$ cat src/rtl/sub16_pkg.sv
// Shared definitions for the digit-serial 16-bit subtractor: operand width,
// controller state encoding and the pass-count helper.
package sub16_pkg;

    localparam int WIDTH_C = 16;

    typedef enum logic [1:0] {
        IDLE = 2'd0,
        RUN  = 2'd1,
        DONE = 2'd2
    } state_t;

    function automatic int n_passes(input int digit);
        return WIDTH_C / digit;
    endfunction

endpackage

$ cat src/rtl/sub_digit_bla.sv
// One DIGIT-wide borrow-lookahead subtract slice: d_s = a_s - b_s - bi.
// Works as an adder on a_s and ~b_s with carry-in ~bi; borrow-out is ~carry-out.
module sub_digit_bla #(
    parameter int DIGIT = 4
) (
    input  logic [DIGIT-1:0] a_s,
    input  logic [DIGIT-1:0] b_s,
    input  logic             bi,
    output logic [DIGIT-1:0] d_s,
    output logic             bo
);

    logic [DIGIT-1:0] gen;
    logic [DIGIT-1:0] prop;
    logic [DIGIT:0]   carry;
    logic             term_or;
    logic             prop_prod;

    assign gen  = a_s & ~b_s;
    assign prop = a_s ^ ~b_s;

    // Each carry is the flattened OR of generate terms gated by the propagate chain.
    always_comb begin
        carry     = '0;
        term_or   = 1'b0;
        prop_prod = 1'b1;
        carry[0]  = ~bi;
        for (int i = 0; i < DIGIT; i++) begin
            term_or   = 1'b0;
            prop_prod = 1'b1;
            for (int j = i; j >= 0; j--) begin
                term_or   = term_or | (prop_prod & gen[j]);
                prop_prod = prop_prod & prop[j];
            end
            carry[i+1] = term_or | (prop_prod & carry[0]);
        end
    end

    assign d_s = prop ^ carry[DIGIT-1:0];
    assign bo  = ~carry[DIGIT];

endmodule

$ cat src/rtl/serial_subtractor16.sv
// Digit-serial 16-bit subtractor D = A - B - Bin, DIGIT bits per clock, start/done handshake.
// Optional signed-overflow output v is built only when SUB16_OVERFLOW_EN is defined.
//   state | meaning
//   IDLE  | waiting for start; last result held
//   RUN   | one slice per clock, idx selects the digit
//   DONE  | one-cycle done pulse; start here begins the next op directly
module serial_subtractor16
    import sub16_pkg::*;
#(
    parameter int WIDTH = 16,
    parameter int DIGIT = 4
) (
    input  logic             clk,
    input  logic             rst,
    input  logic             start,
    input  logic [WIDTH-1:0] a,
    input  logic [WIDTH-1:0] b,
    input  logic             bin,
    output logic             busy,
    output logic             done,
    output logic [WIDTH-1:0] d,
    output logic             bout
`ifdef SUB16_OVERFLOW_EN
    ,
    output logic             v
`endif
);

    if (WIDTH != WIDTH_C) begin : g_bad_width
        $fatal(1, "serial_subtractor16: WIDTH must be 16");
    end
    if (!(DIGIT == 1 || DIGIT == 2 || DIGIT == 4 || DIGIT == 8 || DIGIT == 16)) begin : g_bad_digit
        $fatal(1, "serial_subtractor16: DIGIT must be 1, 2, 4, 8 or 16");
    end

    localparam int N     = n_passes(DIGIT);
    localparam int IDX_W = (N > 1) ? $clog2(N) : 1;
    localparam int OFS_W = $clog2(WIDTH_C);
    localparam logic [IDX_W-1:0] LAST_IDX = IDX_W'(N - 1);

    state_t             state_q, state_d;
    logic [WIDTH_C-1:0] a_q, a_d;
    logic [WIDTH_C-1:0] b_q, b_d;
    logic [WIDTH_C-1:0] diff_q, diff_d;
    logic               borrow_q, borrow_d;
    logic               bout_q, bout_d;
    logic [IDX_W-1:0]   idx_q, idx_d;
    logic               v_q, v_d;

    logic [OFS_W-1:0]   ofs;
    logic [DIGIT-1:0]   slice_a;
    logic [DIGIT-1:0]   slice_b;
    logic [DIGIT-1:0]   slice_d;
    logic               slice_bo;
    logic               accept;

    assign ofs     = OFS_W'(int'(idx_q) * DIGIT);
    assign slice_a = a_q[ofs +: DIGIT];
    assign slice_b = b_q[ofs +: DIGIT];

    sub_digit_bla #(.DIGIT(DIGIT)) u_slice (
        .a_s (slice_a),
        .b_s (slice_b),
        .bi  (borrow_q),
        .d_s (slice_d),
        .bo  (slice_bo)
    );

    assign accept = start && (state_q == IDLE || state_q == DONE);

    always_comb begin
        state_d  = state_q;
        a_d      = a_q;
        b_d      = b_q;
        diff_d   = diff_q;
        borrow_d = borrow_q;
        bout_d   = bout_q;
        idx_d    = idx_q;
        v_d      = v_q;

        case (state_q)
            IDLE: ;
            RUN: begin
                diff_d[ofs +: DIGIT] = slice_d;
                borrow_d = slice_bo;
                idx_d    = idx_q + IDX_W'(1);
                if (idx_q == LAST_IDX) begin
                    state_d = DONE;
                    bout_d  = slice_bo;
                    idx_d   = '0;
                    // Overflow judged on the finished difference, including this last slice.
                    v_d = (a_q[WIDTH_C-1] != b_q[WIDTH_C-1]) && (diff_d[WIDTH_C-1] != a_q[WIDTH_C-1]);
                end
            end
            DONE:    state_d = IDLE;
            default: state_d = IDLE;
        endcase

        if (accept) begin
            state_d  = RUN;
            a_d      = a;
            b_d      = b;
            borrow_d = bin;
            diff_d   = '0;
            bout_d   = 1'b0;
            idx_d    = '0;
            v_d      = 1'b0;
        end
    end

    always_ff @(posedge clk or posedge rst) begin
        if (rst) begin
            state_q  <= IDLE;
            a_q      <= '0;
            b_q      <= '0;
            diff_q   <= '0;
            borrow_q <= 1'b0;
            bout_q   <= 1'b0;
            idx_q    <= '0;
            v_q      <= 1'b0;
        end else begin
            state_q  <= state_d;
            a_q      <= a_d;
            b_q      <= b_d;
            diff_q   <= diff_d;
            borrow_q <= borrow_d;
            bout_q   <= bout_d;
            idx_q    <= idx_d;
            v_q      <= v_d;
        end
    end

    assign busy = (state_q == RUN);
    assign done = (state_q == DONE);
    assign d    = diff_q;
    assign bout = bout_q;

`ifdef SUB16_OVERFLOW_EN
    assign v = v_q;
`else
    logic unused_v;
    assign unused_v = v_q ^ v_d;
`endif

endmodule

$ cat config.mk
export PLATFORM = sky130hd
export DESIGN_NAME = serial_subtractor16
export DESIGN_NICKNAME = d
export VERILOG_FILES = /design/src/rtl/sub16_pkg.sv /design/src/rtl/sub_digit_bla.sv /design/src/rtl/serial_subtractor16.sv
export SDC_FILE = /design/constraint.sdc
export NUM_CORES = 1
export LEC_CHECK = 0
export CAP_MARGIN = 10
export CORE_AREA = 5 5 82 76
export DETAILED_ROUTE_END_ITERATION = 12
export DIE_AREA = 0 0 87 81
export MAX_ROUTING_LAYER = met4
export PLACE_DENSITY = 0.78
export REMOVE_ABC_BUFFERS = 1
export SLEW_MARGIN = 20
export SYNTH_ARGS = -nofsm -noshare
export SYNTH_HDL_FRONTEND = slang
export SYNTH_SLANG_ARGS = --single-unit
export TNS_END_PERCENT = 50
$ cat constraint.sdc
create_clock -name clk -period 3.6 [get_ports clk]
set_clock_uncertainty 0.2 [all_clocks]
set_input_delay 0.72 -clock clk [delete_from_list [all_inputs] [get_ports clk]]
set_output_delay 0.72 -clock clk [all_outputs]
set_load 0.01 [all_outputs]
==> flow_summary.json, run 1 <==
{
  "status": "completed",
  "fin_util": 0.631,
  "clk_pin_slew_ns": 0.10,
  "drc_errors": 0,
  "fin_crit_sh": 0.785,
  "port_buffers": 54,
  "worstPathMaxFanout": 8,
  "fillerInstances": 461,
  "syn_avg_cell_area_sq_um": 10.1,
  "vias": 1916,
  "hp-class": "flop to flop",
  "synthCells": 257,
  "grt_start_max_net_pins": 29,
  "max_freq_ghz": 0.354,
  "min_from": "a_q[13]",
  "r2r_slack_ns": 0.78,
  "avgRoutedWirePerCell_um": 14.0,
  "critPathMaxStageDelay_ns": 0.60,
  "worst_slew_pin_slew_ns": 0.535,
  "grt_pass1_wl_um": 9330,
  "post_cts_resized": 0,
  "routed_wl_um": 5330,
  "hold_viol_final": 0,
  "cp_data_arrival_time_ns": 2.83,
  "final_nets": 360,
  "grt_pass1_vias": 2015,
  "grt_setup_unrepaired": "false",
  "endpoint_kind": "flop",
  "synthTopCellsByArea": "dfrtp_1, nand2_1, mux4_2",
  "whs_endpoint": "a_q[13]",
  "io_pins": 55,
  "cts_setup_buffers": 0,
  "dieWidth_um": 87,
  "finalSetupTns_ns": 0,
  "fp.dieH_um": 81,
  "timing.rr.end": "d[14]",
  "viasPerCell": 5.04,
  "finalMaxSlewViolations": 0,
  "hpwl_um": 4090,
  "synth_flop_cell": "dfrtp_1",
  "cts_tree": "done",
  "groute.usage.overall": 0.174,
  "firstDrtPassIters": 4,
  "finalSetupViolations": 0,
  "relSlewSlack": 0.643,
  "gp_congestion": 0.787,
  "finalCriticalPeriod_ns": 2.82,
  "cp.required_ns": 3.61,
  "antenna_found_initial": 0,
  "critPathKind": "flop to flop",
  "path_buf_inv": 1,
  "ys_ff_latch": 54,
  "cts.sinks": 54,
  "whs_path_depth": 2,
  "cp_top_family": "flip-flops",
  "clockBufferDepth": 2,
  "yosysWarnings": 0,
  "cap_violations": 0,
  "area_delta_synth_final_pct": 27.1,
  "path_cells": "mux4_2, inv_1, ha_1, nor2b_1, o21a_1, or3_1, a32o_1",
  "yosysTopAreaCell": "dfrtp_1",
  "synth_seq_area_share": 0.521,
  "slowest_stage": "dfrtp_1",
  "root_buffer": "clkbuf_8",
  "synth_area_sq_um": 2590,
  "antenna_cells": 0,
  "num_rows": 25,
  "ff2ff_path_depth": 7,
  "synth-edff-count": 0,
  "drt-initial-drc-count": 70,
  "synthArstFlopShare": 1.00,
  "insertion_delay_ns": 0.31,
  "start_util": 0.496,
  "core_area_sq_um": 5220,
  "grt_overflow": 0,
  "power_density_nw_per_um2": 919,
  "ys_types": 41,
  "p_leak_nw": 1.59,
  "cts_buffers": 5,
  "cts_hold_buf": 0,
  "die_area_sq_um": 7050,
  "peakVddDrop_mv": 0.408,
  "final_antenna_net_count": 0,
  "yosysTopAreaCellShare": 0.521,
  "drive_above_1_share": 0.0863,
  "htreeDepth": 2,
  "start_kind": "flop",
  "r2r-start": "idx_q[0]"
}
## sequential cells by signal (all words and copies together), names as in the netlist
register	cells
idx_q	2
bout	1
b_q	16
borrow_q	1
state_q	2
a_q	16
d	16
## per-stage QoR
step	instance area [sq um]	cells	total power [mW]	setup slack, ns	hold slack, ns
after global routing	3290	380	3.31	0.641	0.305
final	3290	380	3.03	0.775	0.274
after detailed placement	3200	372	2.72	0.780	0.258
after global placement	3200	372	2.65	0.862	0.253
after CTS	3290	380	3.06	0.736	0.282
after floorplan	2550	247	2.16	0.760	0.240
## power breakdown
group	internal [mW]	switching [mW]
sequential	0.869	0.193
clock	0.137	0.201
combinational	0.745	0.883
total	1.75	1.28
## area by class of cell
type / count / area (sq um) / area share
timing repair buffer: 58 / 571 / 0.173
multi-input combinational: 179 / 1150 / 0.348
sequential: 54 / 1350 / 0.410
tap: 67 / 83.8 / 0.0254
clock buffer: 5 / 68.8 / 0.0209
inverter: 14 / 52.6 / 0.0160
clock inverter: 3 / 21.3 / 0.00646
## placed cells by master (no fill, tap or decap), drive strengths merged, types with 3 or more instances in the layout
cell type      synthesis  routed
clkdlybuf4s50          0      54
a21oi                  7       7
clkbuf                 4       5
nor2                   4       4
dfrtp                 54      54
nand2                104     104
buf                    6       4
a32o                   3       3
mux4                   8       8
a22o                   9       9
nor3                   3       3
ha                    11      11
inv                   14      14
## worst max-delay path by stage
stage	start	end	slack, ns	cells after the start
CTS	idx_q[0]	d[14]	0.74	7
detailed placement	idx_q[0]	d[14]	0.78	7
finish	idx_q[0]	d[14]	0.78	7
global route	idx_q[0]	d[14]	0.64	7
floorplan	idx_q[0]	d[10]	0.76	7
global placement	idx_q[0]	d[14]	0.86	7
## worst min-delay path, stage by stage, from the launching register on
cell,delay [ns]
dfrtp_1,0.35
nand2_1,0.05
nand2_1,0.05
## logic make-up after synthesis
family,after synthesis,share of synthesized area
and+or+nand+nor,125,0.209
DFF,54,0.521
AOI/OAI and AO/OA,31,0.0922
buffers and inverters,24,0.0367
adders and majority gates,12,0.0608
muxes,9,0.0734
xor gates and xnor gates,2,0.00676
## Yosys cell counts (2+ instances only)
cell type  number
a22o_1          9
buf_1           2
and2_1          2
nand3_1         2
buf_2           4
clkbuf_1        4
a21oi_1         7
nor2_1          4
inv_1          13
nor3_1          2
a32o_1          3
dfrtp_1        54
o21ai_0         2
mux4_2          8
xnor2_1         2
nand2_1       104
ha_1           11
## layer usage
metal / GRT usage / up-vias / part of all wire
li1: - / 961 / -
met1: 0.226 / 900 / 0.48
met5: - / - / 0
met2: 0.278 / 49 / 0.46
met3: 0.0385 / 6 / 0.057
met4: 0.0421 / 0 / 0.0099
No activity file was read; power rests on OpenSTA's default activity.
==> run 2, diff against run 1 <==
- clock period: 3.6 -> 2.8 ns (I/O delays scaled with it)
==> run 2 against run 1 <==
Clock power up 54%. Worst setup slack worse by 0.63 ns. Maximum frequency rose by 6.2%. Critical path depth rose by 1. Non-clock buffer count rose by 5. Final area is 2.2% higher. Cell count up 1.3%. Via count increased by 2.7%. Highest routed layer unchanged.
==> flow_summary.json, run 2 (synthesis results as in run 1) <==
{
  "fillerInstances": 443,
  "cts.sinks": 54,
  "grt_pass1_vias": 2029,
  "cap_violations": 0,
  "num_rows": 25,
  "hpwl_um": 4210,
  "cp.required_ns": 2.81,
  "fin_crit_sh": 0.950,
  "avgRoutedWirePerCell_um": 14.5,
  "p_leak_nw": 1.63,
  "relSlewSlack": 0.653,
  "peakVddDrop_mv": 0.582,
  "clock_power_share": 0.128,
  "antenna_cells": 0,
  "start_kind": "flop",
  "finalCriticalPeriod_ns": 2.66,
  "timing.rr.end": "d[2]",
  "drive_above_1_share": 0.101,
  "r2r_slack_ns": 0.14,
  "final_nets": 365,
  "cp_data_arrival_time_ns": 2.67,
  "area_delta_synth_final_pct": 29.9,
  "worst_slew_pin_slew_ns": 0.516,
  "firstDrtPassIters": 4,
  "power_density_nw_per_um2": 1200,
  "gp_congestion": 0.762,
  "combPwrFrac": 0.540,
  "cts_hold_buf": 0,
  "min_from": "b_q[15]",
  "dp_slack_ns": 0.0938,
  "grt_start_max_net_pins": 32,
  "status": "completed",
  "path_cells": "buf_6, mux4_2, inv_1, ha_1, nor2b_1, o21a_1, or3_1, a31o_2",
  "sw_frac_of_total": 0.410,
  "endpoint_kind": "flop",
  "grt_overflow": 0,
  "p_sw_mw": 1.66,
  "most-common-layout-cells": "nand2_1, dfrtp_1, clkdlybuf4s50_1",
  "critical_path.endpoint": "d[2]",
  "io_pins": 55,
  "p_int_mw": 2.39,
  "r2r-start": "idx_q[0]",
  "final_antenna_net_count": 0,
  "drt-initial-drc-count": 155,
  "ff2ff_path_depth": 8,
  "final_area_sq_um": 3370,
  "drc_errors": 0,
  "grt_pass1_wl_um": 9710,
  "root_buffer": "clkbuf_8",
  "mostFrequentLayoutCell": "nand2_1",
  "groute.layer.met1.usage": 0.245,
  "grtUsageMet3": 0.0385,
  "critPathKind": "flop to flop",
  "multi_input_area_sq_um": 1150,
  "port_buffers": 54,
  "crit_start": "idx_q[0]",
  "power_mw": 4.06,
  "clockBufferDepth": 2,
  "fin_util": 0.645,
  "placed_area_sq_um": 3250,
  "dieWidth_um": 87,
  "htreeDepth": 2,
  "met2_usage": 0.282,
  "finalMaxSlewViolations": 0,
  "insertion_delay_ns": 0.31,
  "die_area_sq_um": 7050,
  "routed_wl_um": 5580,
  "fin_ws_ns": 0.141,
  "hold_viol_final": 0,
  "core_area_sq_um": 5220,
  "finalSetupViolations": 0,
  "max_freq_ghz": 0.376,
  "groute.usage.overall": 0.183,
  "hp-class": "flop to flop",
  "critPathMaxStageDelay_ns": 0.53,
  "hold_slack_ns": 0.283,
  "cts_buffers": 5,
  "regArea_sq_um": 1350,
  "antenna_found_initial": 0,
  "cts_tree": "done",
  "power_frac_seq": 0.332,
  "start_util": 0.496,
  "slowest_stage": "mux4_2",
  "viasPerCell": 5.11,
  "clk_pin_slew_ns": 0.10,
  "vias": 1968,
  "fp.dieH_um": 81,
  "busiest_layer": "met2",
  "worstPathMaxFanout": 7
}
## run 2: changes by cell type in the layout (fill, tap and decap cells not counted), sizes merged
| cell | change |
|---|---|
| bufinv | +1 |
| clkinvlp | -1 |
| buf | +5 |
## run 2: metal layers
metal,part of all wire,wire [um],vias up
met3,0.056,314,9
met2,0.46,2560,53
met1,0.47,2640,934
met5,0,0,-
li1,-,-,972
met4,0.011,61,0
## run 2: repair_timing
action	in CTS	in global routing
setup endpoints to repair	0	8
resized for setup	0	1
setup buffers	0	1
## run 2: layout make-up
| class | instances | share of cell area |
|---|---|---|
| sequential | 54 | 0.401 |
| inverter | 14 | 0.0156 |
| tap | 67 | 0.0249 |
| multi-input combinational | 179 | 0.340 |
| clock inverter | 3 | 0.0119 |
| timing repair buffer | 63 | 0.185 |
| clock buffer | 5 | 0.0204 |
## run 2: through the flow
step	setup TNS, ns	cells
floorplan	-0.117	247
detailed placement	0	376
CTS	0	384
global route	-0.000234	385
finish	0	385
global placement	0	376
## run 2: power groups by stage
stage | Combinational, mW | Sequential [mW] | Clock (mW)
finish | 2.19 | 1.35 | 0.521
global route | 2.45 | 1.40 | 0.556
floorplan | 1.42 | 1.37 | 0
global placement | 2.10 | 1.35 | 0
CTS | 2.19 | 1.35 | 0.531
detailed placement | 2.18 | 1.36 | 0
## run 2: how the worst min path moves through the flow
stage	endpoint	slack [ns]	cells past startpoint
finish	b_q[15]	0.28	2
global route	a_q[6]	0.31	2
CTS	b_q[15]	0.29	2
detailed placement	b_q[15]	0.26	2
global placement	a_q[15]	0.26	2
floorplan	a_q[10]	0.24	2
## run 2: worst max-delay path: cells and delay by family (launching register included)
| kind | cells | cell delay (ns) |
|---|---|---|
| buffers and inverters | 2 | 0.24 |
| AND/OR/NAND/NOR | 2 | 0.52 |
| adder cells (fa/ha/maj) | 1 | 0.22 |
| multiplexers | 1 | 0.53 |
| flip-flops | 1 | 0.37 |
| AO/OA/AOI/OAI | 2 | 0.47 |
==> run 3, diff against run 2 <==
- CORE_AREA: 5 5 82 76 -> 5 5 94 87
- DIE_AREA: 0 0 87 81 -> 0 0 99 92
- PLACE_DENSITY: 0.78 -> not set
==> run 3 against run 2 <==
Register-to-register slack worse by 0.02 ns. Cell count grew 7.0%. First-iteration DRC count decreased by 28%. Largest power group unchanged. Highest routed layer unchanged.
==> flow_summary.json, run 3 (synthesis results as in run 1) <==
{
  "worstPathMaxFanout": 6,
  "drc_errors": 0,
  "port_buffers": 54,
  "relSlewSlack": 0.640,
  "grt_start_max_net_pins": 31,
  "cp_top_family": "multiplexers",
  "clk_pin_slew_ns": 0.10,
  "drt-initial-drc-count": 111,
  "avgRoutedWirePerCell_um": 13.7,
  "hpwl_um": 4270,
  "groute.usage.overall": 0.138,
  "antenna_cells": 0,
  "mostFrequentLayoutCell": "nand2_1",
  "drive_above_1_share": 0.110,
  "die_area_sq_um": 9110,
  "hp-class": "flop to flop",
  "dieWidth_um": 99,
  "viasPerCell": 4.80,
  "max_freq_ghz": 0.373,
  "cap_violations": 0,
  "clockBufferDepth": 2,
  "critPathMaxStageDelay_ns": 0.53,
  "grt_pass1_vias": 2023,
  "final_nets": 366,
  "hold_viol_final": 0,
  "cts_tree": "done",
  "core_area_sq_um": 7000,
  "antenna_found_initial": 0,
  "start_kind": "flop",
  "fillerInstances": 654,
  "regArea_sq_um": 1350,
  "start_util": 0.370,
  "crit_start": "idx_q[0]",
  "insertion_delay_ns": 0.31,
  "fin_util": 0.488,
  "r2r-start": "idx_q[0]",
  "grt_pass1_wl_um": 9920,
  "finalSetupViolations": 0,
  "cp.required_ns": 2.81,
  "multi_input_area_sq_um": 1170,
  "vias": 1977,
  "grt_setup_unrepaired": "true",
  "p_leak_nw": 1.63,
  "final_antenna_net_count": 0,
  "power_density_nw_per_um2": 1240,
  "area_delta_synth_final_pct": 31.8,
  "cts_buffers": 5,
  "fp.dieH_um": 92,
  "most-common-layout-cells": "nand2_1, dfrtp_1, clkdlybuf4s50_1",
  "gp_congestion": 0.826,
  "fin_crit_sh": 0.957,
  "critPathKind": "flop to flop",
  "path_buf_inv": 1,
  "finalMaxSlewViolations": 0,
  "cp_data_arrival_time_ns": 2.69,
  "endpoint_kind": "flop",
  "finalCriticalPeriod_ns": 2.68,
  "min_from": "a_q[15]",
  "instances_no_fill": 412,
  "power_mw": 4.25,
  "peakVddDrop_mv": 0.621,
  "io_pins": 55,
  "worst_slew_pin_slew_ns": 0.540,
  "dp_cells": 404,
  "root_buffer": "clkbuf_8",
  "num_rows": 29,
  "slowest_stage": "mux4_2",
  "status": "completed",
  "routed_wl_um": 5640,
  "firstDrtPassIters": 5,
  "cts.sinks": 54,
  "grt_overflow": 0,
  "htreeDepth": 2,
  "path_cells": "buf_6, mux4_2, ha_1, nor2b_1, o21a_1, or3_4, a31o_2"
}
## run 3: changes by cell type in the layout (fill, tap and decap cells not counted), sizes merged
cell and change:
clkinvlp +1, buf +1, bufinv -1, clkbuf +1, clkinv -1
## run 3: cell type report
cell class                 count  area share
tap                           93      0.0341
timing repair buffer          64       0.185
inverter                      14      0.0154
multi-input combinational    179       0.342
sequential                    54       0.395
clock inverter                 2     0.00366
clock buffer                   6      0.0242
## run 3: metal layers
metal / GRT usage / wire [um]
met3: 0.0303 / 265
met5: - / 0
met4: 0.0341 / 46
met1: 0.202 / 2790
met2: 0.194 / 2540
## run 3: path summary, 6_finish.rpt
path	slack (ns)	cells past startpoint	end
worst max register to register	0.12	7	d[2]
worst max-delay path	0.12	7	d[2]
min in group asynchronous	0.40	2	a_q[14]
worst min-delay path	0.28	2	a_q[15]
max in group asynchronous	1.44	3	borrow_q
worst min register to register	0.28	2	a_q[15]
## run 3: per-stage QoR
stage / setup slack, ns / instance area [sq um] / hold WS [ns] / setup TNS [ns]
floorplan: -0.0397 / 2550 / 0.240 / -0.117
global placement: 0.121 / 3290 / 0.255 / 0
detailed placement: 0.0506 / 3290 / 0.259 / 0
CTS: 0.0551 / 3390 / 0.283 / 0
global route: -0.0170 / 3420 / 0.294 / -0.0423
finish: 0.121 / 3420 / 0.280 / 0
## run 3: power by group
group	leakage [nW]	switching, mW	internal [mW]
clock	0.0472	0.261	0.199
sequential	0.693	0.221	1.12
combinational	0.892	1.29	1.16
total	1.63	1.77	2.48
## run 3: timing repair
| item | in CTS | in global routing |
|---|---|---|
| hold buffers | 0 | 0 |
| endpoints found under the setup margin | 0 | 8 |
| setup buffers | 0 | 0 |
| gates resized for setup | 0 | 5 |
## run 3: worst register-to-register path: stages (launching register included)
cell     delay, ns
dfrtp_1       0.41
buf_6         0.16
mux4_2        0.53
ha_1          0.30
nor2b_1       0.17
o21a_1        0.21
or3_4         0.36
a31o_2        0.26
